==> src/rtl/hex_readback.sv <==
// hex_readback: scans HEX0..HEX(DIGITS-1) one digit per cycle and decodes the
// active-low seven-segment glyphs back to nibbles, flagging illegal patterns.
// Optional feature macro: HEX_READBACK_STABLE_EN (two matching captures per digit).
module hex_readback #(
    parameter int DIGITS = 6
) (
    input  logic        clock,
    input  logic        resetn,
    input  logic        start,
    input  logic [6:0]  hex0,
    input  logic [6:0]  hex1,
    input  logic [6:0]  hex2,
    input  logic [6:0]  hex3,
    input  logic [6:0]  hex4,
    input  logic [6:0]  hex5,
    output logic        busy,
    output logic        done,
    output logic [23:0] value,
    output logic [5:0]  valid_mask,
    output logic        error
);
    typedef enum logic [1:0] {IDLE, SCAN, DONE} state_t;
    localparam logic [2:0] LAST = 3'(DIGITS - 1);
    state_t      state_q, state_d;
    logic [2:0]  idx_q, idx_d;
    logic        busy_q, busy_d, done_q, done_d, error_q, error_d;
    logic [23:0] value_q, value_d;
    logic [5:0]  mask_q, mask_d;
    logic [7:0][6:0] hex_bus;
    logic [6:0]  seg;
    logic [4:0]  dig;
    logic        cap;
`ifdef HEX_READBACK_STABLE_EN
    logic        ph_q, ph_d;
    logic [6:0]  first_q, first_d;
`endif
    // Unused mux slots read as blank so the 3-bit index never leaves the array.
    assign hex_bus = {{2{7'h7f}}, hex5, hex4, hex3, hex2, hex1, hex0};
    assign seg = hex_bus[idx_q];
    // Returns {legal, nibble}; anything outside the sixteen glyphs is illegal.
    function automatic logic [4:0] decode(input logic [6:0] s);
        case (s)
            7'b1000000: return 5'h10;
            7'b1111001: return 5'h11;
            7'b0100100: return 5'h12;
            7'b0110000: return 5'h13;
            7'b0011001: return 5'h14;
            7'b0010010: return 5'h15;
            7'b0000010: return 5'h16;
            7'b1111000: return 5'h17;
            7'b0000000: return 5'h18;
            7'b0011000: return 5'h19;
            7'b0001000: return 5'h1A;
            7'b0000011: return 5'h1B;
            7'b1000110: return 5'h1C;
            7'b0100001: return 5'h1D;
            7'b0000110: return 5'h1E;
            7'b0001110: return 5'h1F;
            default:    return 5'h00;
        endcase
    endfunction
    // Next-state and output computation for the IDLE/SCAN/DONE sequencer.
    always_comb begin
        state_d = state_q;
        idx_d   = idx_q;
        busy_d  = busy_q;
        done_d  = 1'b0;
        error_d = error_q;
        value_d = value_q;
        mask_d  = mask_q;
`ifdef HEX_READBACK_STABLE_EN
        ph_d    = ph_q;
        first_d = first_q;
        cap     = ph_q;
        dig     = (seg == first_q) ? decode(seg) : 5'h00;
`else
        cap     = 1'b1;
        dig     = decode(seg);
`endif
        case (state_q)
            IDLE: if (start) begin
                state_d = SCAN;
                idx_d   = 3'd0;
                busy_d  = 1'b1;
                value_d = 24'h0;
                mask_d  = 6'h0;
                error_d = 1'b0;
`ifdef HEX_READBACK_STABLE_EN
                ph_d    = 1'b0;
`endif
            end
            SCAN: begin
`ifdef HEX_READBACK_STABLE_EN
                ph_d    = ~ph_q;
                first_d = seg;
`endif
                if (cap) begin
                    value_d[{idx_q, 2'b00} +: 4] = dig[3:0];
                    mask_d[idx_q] = dig[4];
                    if (idx_q == LAST) begin
                        state_d = DONE;
                        busy_d  = 1'b0;
                        done_d  = 1'b1;
                        error_d = ~&mask_d[DIGITS-1:0];
                    end else begin
                        idx_d = idx_q + 3'd1;
                    end
                end
            end
            default: begin
                state_d = IDLE;
                idx_d   = 3'd0;
            end
        endcase
    end
    // State register; reset aborts a scan with no done pulse.
    always_ff @(posedge clock or negedge resetn) begin
        if (!resetn) begin
            state_q <= IDLE;
            idx_q   <= 3'd0;
            busy_q  <= 1'b0;
            done_q  <= 1'b0;
            error_q <= 1'b0;
            value_q <= 24'h0;
            mask_q  <= 6'h0;
`ifdef HEX_READBACK_STABLE_EN
            ph_q    <= 1'b0;
            first_q <= 7'h0;
`endif
        end else begin
            state_q <= state_d;
            idx_q   <= idx_d;
            busy_q  <= busy_d;
            done_q  <= done_d;
            error_q <= error_d;
            value_q <= value_d;
            mask_q  <= mask_d;
`ifdef HEX_READBACK_STABLE_EN
            ph_q    <= ph_d;
            first_q <= first_d;
`endif
        end
    end
    assign busy       = busy_q;
    assign done       = done_q;
    assign value      = value_q;
    assign valid_mask = mask_q;
    assign error      = error_q;
endmodule

==> config.mk <==
export PLATFORM = sky130hd
export DESIGN_NAME = hex_readback
export DESIGN_NICKNAME = d
export VERILOG_FILES = /design/src/rtl/hex_readback.sv
export SDC_FILE = /design/constraint.sdc
export NUM_CORES = 1
export LEC_CHECK = 0
export BUFFER_PORTS_ARGS = -buffer_cell sky130_fd_sc_hd__buf_4
export CAP_MARGIN = 20
export CORE_MARGIN = 4
export CORE_UTILIZATION = 30
export DETAILED_ROUTE_END_ITERATION = 8
export PLACE_DENSITY_LB_ADDON = 0.08
export REMOVE_ABC_BUFFERS = 1
export SYNTH_ARGS = -nofsm -noshare
export SYNTH_HDL_FRONTEND = slang
export SYNTH_SLANG_ARGS = --single-unit
==> constraint.sdc <==
create_clock -name clock -period 3.4 [get_ports clock]
set_clock_uncertainty 0.15 [all_clocks]
set_input_delay 0.68 -clock clock [delete_from_list [all_inputs] [get_ports clock]]
set_output_delay 0.68 -clock clock [all_outputs]
set_load 0.05 [all_outputs]
# Word level (Yosys, flattened, before mapping)
# Index checks and enable logic that the tools add are counted.
# totals
reg_bits	38
latchBits	0
mem_bits_rw	0
mem_bits_ro	0
output_inout_bits	33
memories	0
# classes
addsub	2
mul	0
div_mod_pow	0
n_lt_le_gt_ge	2
n_eq_ne	20
shift	2
mux	25
n_bitwise	0
reduce_logical	10
# op_table
operator	count
5-bit case mux with 16 select lines	1
24-bit case mux with 2 select lines	1
7-bit == test, second input constant	4
24-bit bitwise mux	1
24-bit two-way mux	1
4-bit by 7-bit variable shift with 24-bit output, first input constant	1
4-bit by 7-bit indexed part select with 24-bit output	1
7-bit binary-select mux with 3-bit select	1
7-bit by 5-bit == test with 1-bit output, second input constant	3
7-bit by 6-bit == test with 1-bit output, second input constant	3
7-bit by 2-bit == test with 1-bit output, second input constant	2
7-bit by 4-bit == test with 1-bit output, second input constant	2
6-bit case mux with 2 select lines	1
7-bit by 3-bit == test with 1-bit output, second input constant	1
7-bit zero test	1
1-bit two-way mux	7
7-bit two-way mux	1
5-bit negation with 7-bit output	1
6-bit bitwise mux	1
3-bit two-way mux	2
6-bit two-way mux	1
2-bit inequality test, second input constant	3
3-bit case mux with 2 select lines	1
2-bit AND reduction	3
15 further kinds	17

# Logic depth before layout (Yosys ltp)
# logic_depth
ltp_word	9
depth_mapped	11

# Worst setup path after synthesis
# Ideal clock, no wire load.
# synth_path
path_type	input to register
from	input hex5[1]
to	register mask_q[5], in the netlist valid_mask[5]
arrival_ns	2.614
required_time_ns	3.158
slack_ns	0.544
cell_stages	9
cell_sequence	mux2_1 o21ai_0 nor2b_1 clkbuf_1 nand4_1 a311oi_1 nor3_2 a311o_1 o31ai_2
# synth_between
elab_chain_len	6
# synth_lines
element	line_no	source
start: declaration	15	input logic [6:0] hex5,
7-bit binary-select mux with 3-bit select *	39	assign seg = hex_bus[idx_q];
7-bit two-way mux (not written as such) *	39	
7-bit by 4-bit == test with 1-bit output (tied with other cells)	42	case (s)
5-bit case mux with 16 select lines *	42	
6-bit bitwise mux *	99	mask_d[idx_q] = dig[4];
6-bit case mux with 2 select lines *	80	case (state_q)
end signal: assignment	137	mask_q <= mask_d;
end: declaration	28	logic [5:0] mask_q, mask_d;
# Mark *: on every way between the ends. The rest lies on a longest branch, timed or not. The select of a mux whose other input is x is not followed.
# A chain may end at the register's enable or synchronous reset.

# Final worst setup path
# layout_path
from	register idx_q[0]
to	register mask_q[5], in the netlist valid_mask[5]
# layout_between
elab_chain_len	6
# layout_lines
element	line_no	source
start: declaration	25	logic [2:0] idx_q, idx_d;
start signal: assignment	132	idx_q <= idx_d;
7-bit binary-select mux with 3-bit select (tied with other cells)	39	
7-bit two-way mux (not written as such) or 1-bit logical AND (tied branches)	39, 99	
7-bit by 4-bit == test with 1-bit output (tied with other cells)	42	
5-bit case mux with 16 select lines or 1-bit demux with 3-bit select (tied branches)	42, 99	
6-bit bitwise mux *	99	
6-bit case mux with 2 select lines *	80	
# Marked as above.

==> results.py <==
metrics = {
    "yosys": {
        "synthTopCellsByArea": "dfrtp_1 39%, mux2i_1 9.8%, o21ai_0 5.3%, nand3_1 4.5%, nand2_1 3.5%",
        "synth_edf_count": 0,
        "ys_seq_area_share_pct": 38.60,
        "ys_ff_latch": 38,
        "synth_warnings": 0,
        "yosysTopAreaCellShare_pct": 38.60,
        "synth_area_per_cell_um2": 9.057,
        "syn-cell-area_mm2": 0.002464,
        "synth_cell_types": 54,
        "yosys.cell_count.top_type": "dfrtp_1",
        "synth_ff_type": "dfrtp_1",
        "yosysTopAreaCell": "dfrtp_1",
        "synth_cells": 272,
        "synth_common_cells": "38 x dfrtp_1, 26 x o21ai_0, 24 x mux2i_1, 23 x nand2_1, 22 x nand3_1",
        "synthArstFlopShare_pct": 100.0,
    },
    "routing": {
        "vias": 2371,
        "vias_per_cell": 5.166,
        "dr.first_iter.drc_count": 71,
        "avgRoutedWirePerCell_um": 15.68,
        "drtAntennaViolNets": 0,
        "drc_errors": 0,
        "totalWireLength_mm": 7.196,
        "dr.pass1.iters": 4,
    },
    "global_routing": {
        "grt_pass1_vias": 2356,
        "grt_max_degree": 39,
        "grt_usage_pct": 14.87,
        "grt_pass1_wl_mm": 11.99,
        "antenna_found_initial": 0,
        "grt-ovfl-total": 0,
    },
    "sta": {
        "timing.final.ws_setup_ps": 285.8,
        "slew_headroom_pct": 58.48,
        "drv_slew": 0,
        "grt_setup_unrepaired": "no",
        "hold_slack_ps": 197.0,
        "finalSetupTns_ps": 0,
        "period_minus_slack_ps": 3114,
        "fin_crit_sh_pct": 91.59,
        "hold_viol": 0,
        "tightest_slew_ps": 622.8,
        "max_freq_ghz": 0.3211,
        "setup_viol": 0,
    },
    "setup_path": {
        "critPathRequiredTime_ps": 3460,
        "worst_setup_path_end_kind": "flop",
        "rrSetupSlack_ps": 290,
        "r2r-end": "valid_mask[5]",
        "cp.arrival_ps": 3170,
        "crit_fanout": 12,
        "reg2reg_depth": 9,
        "r2r_start": "idx_q[0]",
        "crit_path_start_kind": "flop",
        "crit_type": "reg2reg",
    },
    "clocking": {
        "cts_tree": "done",
        "clock_latency_ps": 290,
        "cts_buffers": 5,
        "path_clk_slew_ps": 80,
        "htreeDepth": 2,
        "postCtsSetupRepairBufs": 0,
        "cts.repair.resized": 0,
        "hold_buffers": 0,
        "cts.path.max_buffers": 2,
        "cts_root_buf": "clkbuf_8",
        "cts.sinks": 38,
    },
    "pwr": {
        "power.total_mw": 3.418,
        "irDropWorstVdd_mv": 0.2950,
        "leakage_nw": 1.516,
        "power_density_mw_per_mm2": 1020,
    },
    "place": {
        "dp_hpwl_mm": 5.566,
        "place_area_mm2": 0.003212,
        "io_buffers": 77,
        "place_congestion": 0.8817,
        "place_ws_ps": 268.7,
    },
    "final_layout": {
        "nNetsFinal": 405,
        "diodes": 0,
        "drive_gt1_share_pct": 32.21,
        "fin_area_mm2": 0.003349,
        "area_growth_syn_to_layout_pct": 35.96,
    },
    "floorplan": {
        "ios": 78,
        "die_h_um": 98.62,
        "die_area_mm2": 0.009726,
        "start_util_pct": 31.39,
        "core_area_mm2": 0.007848,
        "die_w_um": 98.62,
        "rows": 32,
    },
    "status": {
        "outcome": "finished, final reports clean",
    },
    "worst_hold_path": {
        "hold_path_class": "in2async",
    },
    "run": {
        "maxCapViolCount": 0,
    },
}
metrics by stage:
| step | instances | util [%] |
|---|---|---|
| 6_report | 459 | 42.68 |
| 3_3_place_gp | 451 | 40.93 |
| 2_1_floorplan | 254 | - |
| 5_1_grt | 459 | 42.68 |
| 3_5_place_dp | 451 | 40.93 |
| 4_1_cts | 459 | 42.68 |
cell families after synthesis:
group | synth area share [%]
simple gates | 21.89
compound gates | 19.60
flops | 38.60
mux | 12.80
buf+inv | 4.367
fa+ha+maj | 2.032
xor+xnor | 0.7112
worst max-delay path by stage:
stage                   from             to  depth (start not counted)
floorplan           idx_q[0]  valid_mask[5]                          8
global placement     hex5[1]  valid_mask[5]                          9
detailed placement   hex5[1]  valid_mask[5]                          9
CTS                 idx_q[0]  valid_mask[5]                          9
global route        idx_q[0]  valid_mask[5]                          9
finish              idx_q[0]  valid_mask[5]                          9
area by class of cell:
cell class / instances / area [µm²]
fillers: 836 / 4498
repair buffers: 95 / 713.2
clock inverters: 3 / 68.82
multi-input cells: 212 / 1405
inverters: 4 / 15.01
flip-flops and latches: 38 / 950.9
clock buffers: 5 / 68.82
well taps: 102 / 127.6
metal layers:
metal	GRT usage, %	up-vias	share of wire, %	wire length, µm
li1	-	1185	-	-
met1	20.72	1105	48	3438
met2	23.50	71	45	3269
met3	2.902	10	5.4	387
met4	4.202	0	1.4	100
met5	0	-	0	0
placed cells by master, fill, tap and decap left out, drive strengths merged, types with 2 or more instances in the layout:
cell type / n
buf: 95
dfrtp: 38
o21ai: 32
mux2i: 24
nand2: 23
nand3: 22
nor2: 17
a21oi: 9
nor3: 7
o22ai: 7
mux2: 6
nand2b: 5
clkbuf: 5
inv: 4
nand4: 4
and3: 4
a31oi: 4
ha: 4
or3: 4
nor4: 3
a32o: 3
a32oi: 3
o221ai: 2
o22a: 2
and2: 2
nor2b: 2
or4: 2
nand3b: 2
nor3b: 2
o2bb2ai: 2
nor4b: 2
bufinv: 2
or2: 2
o31ai: 2
registers in the layout, summed over array words and instances (netlist names):
name        cells
error           1
busy            1
idx_q           3
valid_mask      6
state_q         2
value          24
done            1
power by group:
group / switching [mW] / leakage (nW) / internal [mW]
Combinational: 1.43 / 0.932 / 0.813
Clock: 0.172 / 0.0683 / 0.294
Sequential: 0.126 / 0.516 / 0.579
critical path, stage by stage (launching register included):
cell and delay (ps):
dfrtp_1 660, buf_4 250, mux2i_1 210, o22a_1 180, and2_1 270, nand2_1 180
a311oi_1 450, nor3_2 110, a311o_1 380, o31ai_2 180
Power figures use the tool's default switching activity.
